===== src/rtl/fpga_link_pkg.sv =====
// fpga_link_pkg
// Shared definitions for the FPGA-to-FPGA serial link (transmitter and receiver):
//   - rx_state_t      : receiver FSM states
//   - DEF_* constants : default frame width, ack length and synchronizer depth
//   - is_ack_state()  : true for states that drive ack
package fpga_link_pkg;

    localparam int DEF_DATA_W      = 8;
    localparam int DEF_ACK_LEN     = 2;
    localparam int DEF_SYNC_STAGES = 2;

    typedef enum logic [2:0] {
        RX_IDLE,
        RX_ACK_START,
        RX_WAIT_BIT,
        RX_ACK_BIT,
        RX_WAIT_STOP,
        RX_ACK_STOP
    } rx_state_t;

    function automatic logic is_ack_state(input rx_state_t s);
        return (s == RX_ACK_START) || (s == RX_ACK_BIT) || (s == RX_ACK_STOP);
    endfunction

endpackage


===== src/rtl/fpga_sync.sv =====
// fpga_sync
// Single-bit multi-flop synchronizer for asynchronous link inputs.
// Ports:
//   clk   in  : destination clock
//   reset in  : synchronous, active-high; clears every stage
//   d     in  : asynchronous input
//   q     out : synchronized output, STAGES cycles behind d
module fpga_sync #(
    parameter int STAGES = 2
) (
    input  logic clk,
    input  logic reset,
    input  logic d,
    output logic q
);

    logic [STAGES-1:0] ff;

    always_ff @(posedge clk) begin
        if (reset) ff <= '0;
        else       ff <= {ff[STAGES-2:0], d};
    end

    assign q = ff[STAGES-1];

endmodule


===== src/rtl/fpga_receiver_state.sv =====
// fpga_receiver_state
// Receive-side controller of the FPGA-to-FPGA serial link. Each frame is a start
// handshake, DATA_W bit handshakes (LSB first) and a stop handshake; every
// handshake is a rising edge on req_in answered by ack held for ACK_LEN cycles.
// Optional feature macro: FPGA_RX_TIMEOUT_EN (inter-handshake watchdog).
// Ports:
//   clk, reset  : clock, synchronous active-high reset
//   req_in      : async handshake strobe from the remote transmitter
//   data_in     : async serial data bit, stable around req_in
//   ack         : registered handshake acknowledge
//   busy        : high while the FSM is not idle
//   data_out    : last completed word, held until the next frame completes
//   data_valid  : one-cycle pulse when data_out updates
//   frame_err   : one-cycle pulse on watchdog abort (0 without the watchdog)
module fpga_receiver_state
    import fpga_link_pkg::*;
#(
    parameter int DATA_W      = DEF_DATA_W,
    parameter int ACK_LEN     = DEF_ACK_LEN,
    parameter int SYNC_STAGES = DEF_SYNC_STAGES,
    parameter int TIMEOUT     = 1024
) (
    input  logic              clk,
    input  logic              reset,
    input  logic              req_in,
    input  logic              data_in,
    output logic              ack,
    output logic              busy,
    output logic [DATA_W-1:0] data_out,
    output logic              data_valid,
    output logic              frame_err
);

    localparam int CNT_W = $clog2(DATA_W + 1);
    localparam int AW    = $clog2(ACK_LEN + 1);

    rx_state_t         state, state_nxt;
    logic              req_s, data_s, req_prev, req_edge;
    logic [CNT_W-1:0]  bit_cnt;
    logic [AW-1:0]     ack_cnt, ack_cnt_nxt;
    logic [DATA_W-1:0] shift_reg;
    logic              ack_last;
    logic              wd_expired;

    fpga_sync #(.STAGES(SYNC_STAGES)) u_sync_req (
        .clk(clk), .reset(reset), .d(req_in), .q(req_s)
    );
    fpga_sync #(.STAGES(SYNC_STAGES)) u_sync_data (
        .clk(clk), .reset(reset), .d(data_in), .q(data_s)
    );

    always_ff @(posedge clk) begin
        if (reset) req_prev <= 1'b0;
        else       req_prev <= req_s;
    end

    assign req_edge = req_s & ~req_prev;
    assign ack_last = (ack_cnt == AW'(ACK_LEN - 1));

`ifdef FPGA_RX_TIMEOUT_EN
    localparam int WW = $clog2(TIMEOUT + 1);
    logic [WW-1:0] wdog;

    // Counts only while waiting for a handshake; any state change restarts it.
    always_ff @(posedge clk) begin
        if (reset)                   wdog <= '0;
        else if (state_nxt != state) wdog <= '0;
        else if (state == RX_WAIT_BIT || state == RX_WAIT_STOP)
                                     wdog <= wdog + WW'(1);
        else                         wdog <= '0;
    end

    assign wd_expired = (wdog == WW'(TIMEOUT - 1));

    always_ff @(posedge clk) begin
        if (reset) frame_err <= 1'b0;
        else       frame_err <= wd_expired && !req_edge &&
                                (state == RX_WAIT_BIT || state == RX_WAIT_STOP);
    end
`else
    assign wd_expired = 1'b0;
    assign frame_err  = 1'b0;
`endif

    always_ff @(posedge clk) begin
        if (reset) begin
            state   <= RX_IDLE;
            ack_cnt <= '0;
        end else begin
            state   <= state_nxt;
            ack_cnt <= ack_cnt_nxt;
        end
    end

    // ack_cnt_nxt defaults to 0 so every ack window starts counting from zero.
    always_comb begin
        state_nxt   = state;
        ack_cnt_nxt = '0;
        case (state)
            RX_IDLE:
                if (req_edge) state_nxt = RX_ACK_START;
            RX_ACK_START:
                if (ack_last) state_nxt = RX_WAIT_BIT;
                else          ack_cnt_nxt = ack_cnt + AW'(1);
            RX_WAIT_BIT:
                if (req_edge)        state_nxt = RX_ACK_BIT;
                else if (wd_expired) state_nxt = RX_IDLE;
            RX_ACK_BIT:
                if (ack_last)
                    state_nxt = (bit_cnt == CNT_W'(DATA_W)) ? RX_WAIT_STOP : RX_WAIT_BIT;
                else
                    ack_cnt_nxt = ack_cnt + AW'(1);
            RX_WAIT_STOP:
                if (req_edge)        state_nxt = RX_ACK_STOP;
                else if (wd_expired) state_nxt = RX_IDLE;
            RX_ACK_STOP:
                if (ack_last) state_nxt = RX_IDLE;
                else          ack_cnt_nxt = ack_cnt + AW'(1);
            default:
                state_nxt = RX_IDLE;
        endcase
    end

    // Bit capture: the word is cleared at the start handshake, then each bit
    // handshake writes position bit_cnt. bit_cnt stops at DATA_W.
    always_ff @(posedge clk) begin
        if (reset) begin
            shift_reg <= '0;
            bit_cnt   <= '0;
        end else if (state == RX_IDLE && req_edge) begin
            shift_reg <= '0;
            bit_cnt   <= '0;
        end else if (state == RX_WAIT_BIT && req_edge) begin
            for (int i = 0; i < DATA_W; i++)
                if (CNT_W'(i) == bit_cnt) shift_reg[i] <= data_s;
            if (bit_cnt != CNT_W'(DATA_W)) bit_cnt <= bit_cnt + CNT_W'(1);
        end
    end

    // Outputs are registered from the next state so they line up with it.
    // data_valid/data_out land on the last ACK_STOP cycle.
    always_ff @(posedge clk) begin
        if (reset) begin
            ack        <= 1'b0;
            busy       <= 1'b0;
            data_valid <= 1'b0;
            data_out   <= '0;
        end else begin
            ack        <= is_ack_state(state_nxt);
            busy       <= (state_nxt != RX_IDLE);
            data_valid <= 1'b0;
            if (state_nxt == RX_ACK_STOP && ack_cnt_nxt == AW'(ACK_LEN - 1)) begin
                data_valid <= 1'b1;
                data_out   <= shift_reg;
            end
        end
    end

endmodule


===== config.mk =====
export PLATFORM = sky130hd
export DESIGN_NAME = fpga_receiver_state
export DESIGN_NICKNAME = d
export VERILOG_FILES = /design/src/rtl/fpga_link_pkg.sv /design/src/rtl/fpga_sync.sv /design/src/rtl/fpga_receiver_state.sv
export SDC_FILE = /design/constraint.sdc
export NUM_CORES = 1
export LEC_CHECK = 0
export ABC_CLOCK_PERIOD_IN_PS = 3110
export CAP_MARGIN = 10
export CORE_MARGIN = 3
export CORE_UTILIZATION = 58
export CTS_CLUSTER_SIZE = 10
export DETAILED_ROUTE_END_ITERATION = 8
export HOLD_SLACK_MARGIN = 0.03
export PLACE_DENSITY = 0.78
export SLEW_MARGIN = 5
export SYNTH_ARGS = -nofsm -noshare
export SYNTH_HDL_FRONTEND = slang
export SYNTH_HIERARCHICAL = 1
export SYNTH_SLANG_ARGS = --single-unit

===== constraint.sdc =====
create_clock -name clk -period 3.11 [get_ports clk]
set_input_delay 0.622 -clock clk [delete_from_list [all_inputs] [get_ports clk]]
set_output_delay 0.622 -clock clk [all_outputs]
set_load 0.01 [all_outputs]

Word-level counts from Yosys, hierarchy flattened
Cells that the tools add are included.
- register bits: 33
- bits of input ports: 4
- add/sub/neg operators: 2
- eq/ne operators: 19
- mux-type cells: 11
- bitwise operators: 2
- reductions and logical operators: 19
- operators by type and width (operator ; number):
    3-bit 2-to-1 mux ; 7
    3-bit one-hot mux with 6 select lines ; 1
    2-bit AND reduction ; 9
    3-bit by 4-bit == test with 1-bit output (first input constant) ; 4
    3-bit by 2-bit == test with 1-bit output (second input constant) ; 3
    3-bit == test (second input constant) ; 3
    2-bit by 4-bit == test with 1-bit output (first input constant) ; 2
    3-bit by 1-bit == test with 1-bit output (second input constant) ; 2
    4-bit by 1-bit adder with 4-bit output (second input constant) ; 1
    1-bit by 4-bit == test with 1-bit output (first input constant) ; 1
    2-bit by 1-bit == test with 1-bit output (second input constant) ; 2
    4-bit == test (second input constant) ; 1
    4-bit zero test ; 1
    2-bit 2-to-1 mux ; 2
    4-bit inequality test (second input constant) ; 1
    1-bit logical AND ; 3
    3-bit zero test ; 1
    3-bit nonzero test ; 1
    3-bit OR reduction ; 1
    2-bit by 1-bit adder with 2-bit output (second input constant) ; 1
    1-bit logical OR ; 2
    2-bit OR reduction ; 1
    1-bit AND ; 1
    1-bit 2-to-1 mux ; 1
    1-bit inverter ; 1

Depth between registers and ports, before layout
- depth in word-level cells: 7
- mapped depth: 6

By module
The synthesis kept the hierarchy.
- modules (own cells, without submodules) (module ; times used ; cells an instance ; area each (µm²) ; sequential area each (µm²)):
    fpga_receiver_state ; 1 ; 154 ; 1322.5 ; 580.6
    fpga_sync ; 2 ; 4 ; 52.6 ; 40.0

Least setup slack after synthesis
No wires, ideal clock.
- path kind: reg2reg
- start point: register state[2]
- end point: register shift_reg[2]
- setup time: 138 ps
- data arrival time: 1579 ps
- slack: 1392 ps
- stages on the path, launching flop included: 7
- buffers on the path: 3
- cells stage by stage: dfxtp_1 > buf_6 > or4b_1 > clkbuf_1 > buf_2 > o41ai_1 > a21oi_1
- cells in the longest elaborated chain, start to end: 3
- elaborated cells between the ends (all ways): 6
- those cells by class: eq/ne (1); reduce/logical (5)
- ends and longest elaborated chain (item ; line ; RTL):
    start, declared ; fpga_receiver_state.sv:37 ; rx_state_t state, state_nxt;
    start signal, assigned ; fpga_receiver_state.sv:90 ; state <= state_nxt;
    3-bit by 2-bit == test with 1-bit output / 3-bit zero test (equally long branches) ; fpga_receiver_state.sv:133, fpga_receiver_state.sv:130 ;
    1-bit logical AND, on equally long branches ; fpga_receiver_state.sv:133, fpga_receiver_state.sv:130 ;
    2-bit AND reduction (no line) / 2-bit OR reduction (equally long branches) ; - ;
    end signal, assigned by index ; fpga_receiver_state.sv:135 ; if (CNT_W'(i) == bit_cnt) shift_reg[i] <= data_s;
    end, declared ; fpga_receiver_state.sv:41 ; logic [DATA_W-1:0] shift_reg;
Several ways; a longest one is shown, not always the timed one.
A chain may end at the register's enable or synchronous reset.

Worst setup path after layout
Ends and elaborated chain as after synthesis.

==> results.json <==
{
  "status": "finished clean",
  "internal_power_mw": 0.547,
  "synth_cell_types": 38,
  "nets": 178,
  "synth-simple-area-share_pct": 24.1,
  "viasPerCell": 6.01,
  "synthTopCellsByCount": "33 x dfxtp_1, 20 x a21oi_1, 12 x clkbuf_1, 10 x nand3_1, 10 x nand4_1",
  "grt_max_degree": 30,
  "io_pins": 16,
  "clockBufferDepth": 2,
  "htreeDepth": 2,
  "cts_tree": "built",
  "final_area_mm2": 0.00161,
  "n_antenna_cell": 0,
  "grt_util_met2_pct": 29.7,
  "syn_to_final_growth_pct": 12.5,
  "cpMaxStageDelayCell": "or4b_1",
  "grt_antenna_before_repair": 0,
  "end_kind": "register",
  "synth_area_mm2": 0.00143,
  "synth_top_family_by_area": "simple AND/OR/NAND/NOR gates",
  "worst-path-max-fanout": 14,
  "grt.busiest_layer": "met2",
  "fin_util_pct": 70.6,
  "post_cts_resized": 0,
  "setup_tns_ps": 0,
  "wirelength_um": 2920,
  "die_h_um": 55.6,
  "synth_compound_area_share_pct": 19.4,
  "worst_pin_slew_ps": 882,
  "drt_drc_violations_left": 0,
  "die_area_mm2": 0.00309,
  "synthXorXnorAreaFrac_pct": 0,
  "cts_setup_buffers": 0,
  "final_max_slew_viol_count": 0,
  "drt_iter0_drc": 44,
  "slowest_delay_ps": 790,
  "cts.sinks": 33,
  "clkLatencyLatePin_ps": 320,
  "place_area_mm2": 0.00155,
  "dieWidth_um": 55.6,
  "drv_cap": 0,
  "clockRootBuffer": "clkbuf_4",
  "avgSynthCellArea_um2": 8.81,
  "arrival_ps": 2180,
  "path_clk_slew_ps": 100,
  "finalCritPeriodShare_pct": 64.0,
  "cp-start-kind": "register",
  "relSlewSlack_pct": 41.1,
  "synth_nets": 170,
  "hold_ws_ps": 452,
  "path_cells": "or4b_1, o21ai_1, a21oi_1",
  "ys_seq_area_share_pct": 46.3,
  "fill_cells": 164,
  "rsz0062_at_grt": "false",
  "fin_ws_ps": 1120,
  "grt_pass1_vias": 1078,
  "initial_core_util_pct": 62.7,
  "comb_power_share_pct": 4.1,
  "synth_seq_cells": 33,
  "clock.fmax_mhz": 502,
  "seq_power_share_pct": 62.0,
  "setup_viol": 0,
  "period_minus_slack_ps": 1990,
  "hold_class": "reg -> reg",
  "leakage_nw": 0.528,
  "async_flop_share_pct": 0,
  "clkPwrFrac_pct": 33.9,
  "peakVddDrop_mv": 0.367,
  "power_switching_mw": 0.151,
  "overflow": 0,
  "grtUsageMet3_pct": 5.10,
  "place.port_buffers": 14,
  "vias": 1189,
  "p_sw_share_pct": 21.6,
  "grt_pass1_wl_um": 5040,
  "cts-hold-fix-buffers": 0,
  "ant_nets": 0,
  "synthMuxAreaShare_pct": 0,
  "cts_made_buffers": 5,
  "pre_cts_slack_ps": 1010,
  "firstDrtPassIters": 4,
  "powerDensity_mw_per_mm2": 434,
  "grt_use_met1_pct": 27.4,
  "synth_top_area_cell": "dfxtp_1",
  "hold_path_depth": 1,
  "dp_hpwl_um": 1990,
  "core_area_mm2": 0.00228,
  "synth_top_area_share_pct": 46.3,
  "drive_gt1_share_pct": 5.88,
  "ys.flop_type": "dfxtp_1",
  "timing_hold_violations_final": 0,
  "ys_warn_count": 6,
  "yosys-top-cells-area": "dfxtp_1 46%, a21oi_1 7.0%, nand4_1 4.4%, ha_1 3.5%, nand3_1 3.5%",
  "yosysMostFrequentCell": "dfxtp_1",
  "cp.required_ps": 3290,
  "gr-usage-all-layers_pct": 20.4,
  "gp_congestion": 0.839,
  "wl_per_cell_um": 14.8,
  "skew_ps": 8.24,
  "synth_edf_count": 0,
  "critPathKind": "reg -> reg",
  "syn_inst": 162,
  "reg2regPathDepth": 3,
  "rows": 17,
  "synth_adder_area_share_pct": 3.51
}
## stage by stage
step | power, mW | std cells
after global routing | 0.727 | 198
after global placement | 0.469 | 191
final | 0.698 | 198
after CTS | 0.703 | 198
after detailed placement | 0.470 | 191
after floorplan | 0.459 | 162
## critical path, delay by kind of cell (launching register included)
family,cells,cell delay [ps]
AND/OR/NAND/NOR,1,790
AO/OA/AOI/OAI,2,660
flip-flops,1,400
## cell type report
cell class | instances | area (um2) | share of cell area [%]
Tap cell | 28 | 35.0 | 2.18
Multi-Input combinational cell | 108 | 674 | 42.0
Clock buffer | 7 | 55.1 | 3.43
Timing Repair Buffer | 17 | 163 | 10.1
Sequential cell | 33 | 661 | 41.1
Inverter | 5 | 18.8 | 1.17
## layer usage
layer | wire length [um] | vias up
met3 | 162 | 6
met1 | 1380 | 545
met2 | 1330 | 37
met5 | 0 | -
li1 | - | 601
met4 | 51 | 0
## layout by cell type (no fill, tap or decap), drive strengths merged, types with 5 or more instances in the layout
| master | count |
|---|---|
| a21oi | 20 |
| nand2 | 6 |
| clkdlybuf4s50 | 14 |
| o21ai | 13 |
| clkbuf | 7 |
| nand4 | 10 |
| and2 | 5 |
| nand3 | 10 |
| dfxtp | 33 |
| inv | 5 |
| nor2b | 7 |
## power by group through the flow
stage,sequential (mW),combinational [mW],clock [mW]
detailed placement,0.442,0.0279,0
finish,0.433,0.0285,0.236
global placement,0.442,0.0273,0
global route,0.433,0.0314,0.262
floorplan,0.440,0.0190,0
CTS,0.432,0.0282,0.242
## logic make-up (layout without fill, tap and decap cells)
group,count (synthesis),count (layout)
AO/OA/AOI/OAI,47,47
adder cells (fa/ha/maj),4,4
buffers and inverters,21,29
flip-flops,33,33
other,1,1
AND/OR/NAND/NOR,56,56
## worst paths after layout
check,end,startpoint,slack (ps)
min,u_sync_req/ff[1],u_sync_req/ff[0],450
max,shift_reg[2],state[2],1120
min reg2reg,u_sync_req/ff[1],u_sync_req/ff[0],450
max reg2reg,shift_reg[2],state[2],1120
(Power assumes the default switching activity.)
